### src/rtl/fifo_check_pkg.sv
// Shared types for the duplicate-filtering FIFO writer: FSM state encoding and default counter width.
// No logic here; latency and backpressure are properties of fifo_check_writer.
// Imported by the top and by the statistics counters.
package fifo_check_pkg;

  typedef enum logic [1:0] {
    IDLE  = 2'd0,
    REQ   = 2'd1,
    WAIT  = 2'd2,
    WRITE = 2'd3
  } state_t;

  localparam int CNT_WIDTH_DEF = 16;

endpackage

### src/rtl/sat_counter.sv
// Statistics counter that sticks at all-ones instead of wrapping.
// Latency: count visible the cycle after inc.
// Backpressure: none; inc is sampled every cycle.
module sat_counter #(
  parameter int WIDTH = fifo_check_pkg::CNT_WIDTH_DEF
) (
  input  logic             clk,
  input  logic             rst,
  input  logic             inc,
  output logic [WIDTH-1:0] cnt
);

  always_ff @(posedge clk) begin
    if (rst) begin
      cnt <= '0;
    end else if (inc && (cnt != '1)) begin
      cnt <= cnt + WIDTH'(1);
    end
  end

endmodule

### src/rtl/fifo_check_writer.sv
// Writes each accepted word into the checking FIFO unless the FIFO already holds it.
// Latency: accept->wren 1 cycle when FIFO empty, else 3 cycles + check response + full stalls.
// Backpressure: in_ready low whenever a word is held; fifo_full stalls the write in WRITE.
module fifo_check_writer
  import fifo_check_pkg::*;
#(
  parameter int DATA_WIDTH    = 32,
  parameter int CHECK_TIMEOUT = 64,
  parameter int CNT_WIDTH     = CNT_WIDTH_DEF
) (
  input  logic                  clk,
  input  logic                  rst,
  input  logic                  in_valid,
  input  logic [DATA_WIDTH-1:0] in_data,
  output logic                  in_ready,
  input  logic                  fifo_full,
  input  logic                  fifo_empty,
  output logic                  wren,
  output logic [DATA_WIDTH-1:0] wdat,
  output logic                  check_req,
  output logic [DATA_WIDTH-1:0] check_dat,
  input  logic                  check_res,
  input  logic                  check_vld,
  output logic                  busy,
  output logic [CNT_WIDTH-1:0]  wr_cnt,
  output logic [CNT_WIDTH-1:0]  dup_cnt,
  output logic [CNT_WIDTH-1:0]  tmo_cnt
);

  localparam int            TW       = $clog2(CHECK_TIMEOUT) + 1;
  localparam logic [TW-1:0] TMO_LAST = TW'(CHECK_TIMEOUT - 1);

  state_t                state;
  state_t                state_nxt;
  logic [DATA_WIDTH-1:0] hold_reg;
  logic [TW-1:0]         timer;
  logic                  accept;
  logic                  rsp_dup;
  logic                  rsp_new;
  logic                  tmo_hit;
  logic                  wr_fire;

  // Outputs are gated with rst so they read zero even before the synchronous reset lands.
  assign in_ready  = (state == IDLE) && !rst;
  assign accept    = in_valid && in_ready;
  assign rsp_dup   = (state == WAIT) && check_vld && check_res;
  assign rsp_new   = (state == WAIT) && check_vld && !check_res;
  assign tmo_hit   = (state == WAIT) && !check_vld && (timer == TMO_LAST);
  assign wr_fire   = (state == WRITE) && !fifo_full && !rst;
  assign wren      = wr_fire;
  assign wdat      = wr_fire ? hold_reg : '0;
  assign check_req = (state == REQ) && !rst;
  assign check_dat = (((state == REQ) || (state == WAIT)) && !rst) ? hold_reg : '0;
  assign busy      = (state != IDLE) && !rst;

  always_comb begin
    state_nxt = state;
    case (state)
      IDLE:    if (accept) state_nxt = fifo_empty ? WRITE : REQ;
      REQ:     state_nxt = WAIT;
      // A response on the last timer cycle wins over the timeout.
      WAIT: begin
        if (rsp_dup) begin
          state_nxt = IDLE;
        end else if (rsp_new || tmo_hit) begin
          state_nxt = WRITE;
        end
      end
      WRITE:   if (wr_fire) state_nxt = IDLE;
      default: state_nxt = IDLE;
    endcase
  end

  always_ff @(posedge clk) begin
    if (rst) begin
      state    <= IDLE;
      hold_reg <= '0;
      timer    <= '0;
    end else begin
      state <= state_nxt;
      if (accept) begin
        hold_reg <= in_data;
      end
      if (state == REQ) begin
        timer <= '0;
      end else if (state == WAIT) begin
        timer <= timer + TW'(1);
      end
    end
  end

  sat_counter #(.WIDTH(CNT_WIDTH)) u_wr_cnt (
    .clk (clk),
    .rst (rst),
    .inc (wr_fire),
    .cnt (wr_cnt)
  );

  sat_counter #(.WIDTH(CNT_WIDTH)) u_dup_cnt (
    .clk (clk),
    .rst (rst),
    .inc (rsp_dup),
    .cnt (dup_cnt)
  );

  sat_counter #(.WIDTH(CNT_WIDTH)) u_tmo_cnt (
    .clk (clk),
    .rst (rst),
    .inc (tmo_hit),
    .cnt (tmo_cnt)
  );

endmodule

### config.mk
export PLATFORM = sky130hd
export DESIGN_NAME = fifo_check_writer
export DESIGN_NICKNAME = d
export VERILOG_FILES = /design/src/rtl/fifo_check_pkg.sv /design/src/rtl/sat_counter.sv /design/src/rtl/fifo_check_writer.sv
export SDC_FILE = /design/constraint.sdc
export NUM_CORES = 1
export LEC_CHECK = 0
export ABC_AREA = 1
export BUFFER_PORTS_ARGS = -buffer_cell sky130_fd_sc_hd__buf_4
export CORE_MARGIN = 2
export CORE_UTILIZATION = 48
export CTS_BUF_LIST = sky130_fd_sc_hd__clkbuf_4 sky130_fd_sc_hd__clkbuf_8 sky130_fd_sc_hd__clkbuf_16
export DETAILED_ROUTE_END_ITERATION = 7
export PLACE_DENSITY_LB_ADDON = 0.2
export SYNTH_ARGS = -nofsm -noshare
export SYNTH_HDL_FRONTEND = slang
export SYNTH_SLANG_ARGS = --single-unit
### constraint.sdc
create_clock -name clk -period 1.7 [get_ports clk]
set_input_delay 0.255 -clock clk [delete_from_list [all_inputs] [get_ports clk]]
set_output_delay 0.255 -clock clk [all_outputs]
set_load 0.005 [all_outputs]
==> impl_metrics.yaml <==
final_layout:
  layout.nets: 946
  largest_reg_flops: 32
  multiInputGateArea_um2: 2760
  fin_util: 0.716
  regArea_um2: 1790
  num_antenna_cells: 0
  area_growth_pct: 46.0
  n_fill_cell: 783
  layout-drive-gt1-share: 0.305
  fin_cells: 1037
  fin_area_um2: 6930
  layout_common_cells: "nand2_1, buf_4, nor2_1"
  final_common_cell: "nand2_1"
floorplan:
  coreArea_um2: 9680
  row_count: 36
  ioPinCount: 155
  fp.dieH_um: 103
  die_w_um: 103
  dieArea_um2: 10700
  start_util: 0.490
critical_path:
  worstReg2RegStart: "state[0]"
  crit_required_ns: 1.44
  reg2regPathDepth: 9
  endpoint_kind: "output port"
  cp-startpoint: "state[1]"
  crit_type: "reg2out"
  rr_endpoint: "u_tmo_cnt.cnt[2]"
  path_max_fanout: 8
  rrSetupSlack_ns: 0.10
  start_kind: "flop"
  cp.arrival_ns: 1.61
  setup.worst_path.end: "check_dat[29]"
pwr:
  p_leak_nw: 2.87
  p_per_area_nw_per_um2: 842
  total_power_mw: 5.83
  vdd_drop_max_v: 0.000614
timing:
  rsz0062_at_grt: "yes"
  timing.final.ws_setup_ns: -0.165
  fin_crit_ns: 1.86
  setup_viol: 65
  slew_headroom: 0.721
  slew_viol_final: 0
  hold_slack_ns: 0.0891
  hold_violations: 0
  clock.fmax_ghz: 0.536
  setup_tns_ns: -5.77
  worstMarginPinSlew_ns: 0.418
  clock-skew-final_ns: 0.0151
  fin_crit_sh: 1.10
yosys:
  yosysSeqAreaShare: 0.375
  syn_area_per_cell_um2: 6.59
  syn_area_um2: 4750
  synth_cell_types: 29
  syn_nets: 767
  synth-seq-cells: 89
  synth_cells: 720
  yosys_warnings: 0
clock_tree:
  clock_latency_ns: 0.36
  numCtsBuffers: 9
  ctsRootBufferMaster: "clkbuf_8"
  cts_tree: "yes"
  clk_path_buf_depth: 2
  cts.reportedPaths.clkPinSlew_ns: 0.09
  cts_sinks: 89
  h-tree-depth: 3
grt:
  grt_usage: 0.232
  grt_pass1_vias: 4614
  grt_pass1_wl_mm: 19.9
  grt_overflow: 0
  grt_max_degree: 41
  antenna_found_initial: 0
place:
  pre_cts_ws_ns: 0.0544
  place_congestion: 0.899
  place_inst: 1011
  placed_area_um2: 6190
  dp_hpwl_mm: 9.24
  port_buffers: 154
routing:
  drc: 0
  ant_nets: 0
  drt-initial-drc-count: 171
  wirelength_mm: 13.9
  num_vias: 5199
  via_per_inst: 5.01
  wl_per_cell_um: 13.4
  drtPass1Iterations: 5
run:
  cap_violations: 0
status:
  status: "finished, violations left"
  violations: "negative setup slack"
worst_hold_path:
  hold_path_class: "in2reg"
## Yosys cell counts
cell,count,area share
nand3b_1,1,0.0016
o31ai_1,32,0.051
a21oi_1,47,0.050
nand4_2,1,0.0026
a31oi_1,1,0.0013
nand3_1,33,0.035
inv_1,73,0.058
o21bai_1,1,0.0016
nor2_4,3,0.0071
nor2_1,142,0.11
o21ai_0,7,0.0074
dfxtp_1,89,0.38
buf_6,7,0.017
nand4_1,17,0.022
ha_1,8,0.021
xnor2_1,8,0.015
nor2_2,3,0.0040
o21ai_1,1,0.0011
nand2_2,4,0.0053
nand2_1,197,0.16
and3_1,1,0.0013
nor3_1,5,0.0053
inv_4,1,0.0013
o21ai_2,2,0.0037
buf_4,4,0.0063
clkbuf_1,14,0.011
xor2_1,12,0.022
buf_2,5,0.0053
inv_2,1,0.00079
## where the power goes
| group | internal [mW] | total (mW) | switching [mW] |
|---|---|---|---|
| Sequential | 2.29 | 2.38 | 0.0900 |
| Combinational | 0.833 | 1.97 | 1.13 |
| Clock | 0.733 | 1.49 | 0.754 |
## worst max-delay path, cell delays in order (launching register included)
cell	delay, ns
dfxtp_4	0.38
inv_2	0.06
ha_4	0.27
nand2_4	0.09
clkbuf_16	0.19
nor2_1	0.13
buf_4	0.14
## routing by layer
layer  vias up  part of all wire  GRT usage
li1       2642                 -          -
met1      2384              0.42      0.275
met2       159              0.51      0.419
met3        14             0.063     0.0457
met4         0             0.013     0.0729
met5         -                 0          0
## worst min path at each step
stage,endpoint,depth (start not counted),slack (ns),from
global placement,hold_reg[3],3,0.45,in_data[3]
global route,hold_reg[11],3,0.08,in_data[11]
detailed placement,hold_reg[31],3,0.46,in_data[31]
floorplan,hold_reg[0],2,0.37,in_data[0]
CTS,hold_reg[6],3,0.08,in_data[6]
finish,hold_reg[14],3,0.09,in_data[14]
## cells by family (layout without fill, tap and decap cells)
| group | count (synthesis) | in the layout | synth area share |
|---|---|---|---|
| AND/OR/NAND/NOR | 407 | 407 | 0.352 |
| AO/OA/AOI/OAI | 91 | 91 | 0.115 |
| XOR/XNOR | 20 | 20 | 0.0369 |
| adder cells (fa/ha/maj) | 8 | 8 | 0.0211 |
| buffers and inverters | 105 | 289 | 0.0991 |
| flip-flops | 89 | 89 | 0.375 |
## repair_timing
item / CTS / global route
setup endpoints to repair: 66 / 97
gates resized for setup: 6 / 98
cloned: 0 / 6
hold buffers: 0 / 0
buffers inserted: 3 / 1
pin swaps: 0 / 6
## cell type report
class | instances | area share
clock buffers | 12 | 0.0211
repair buffers | 198 | 0.249
clock inverters | 4 | 0.00776
flip-flops and latches | 89 | 0.258
multi-input cells | 526 | 0.399
inverters | 75 | 0.0410
well taps | 133 | 0.0240
No activity file was read; power rests on OpenSTA's default activity.
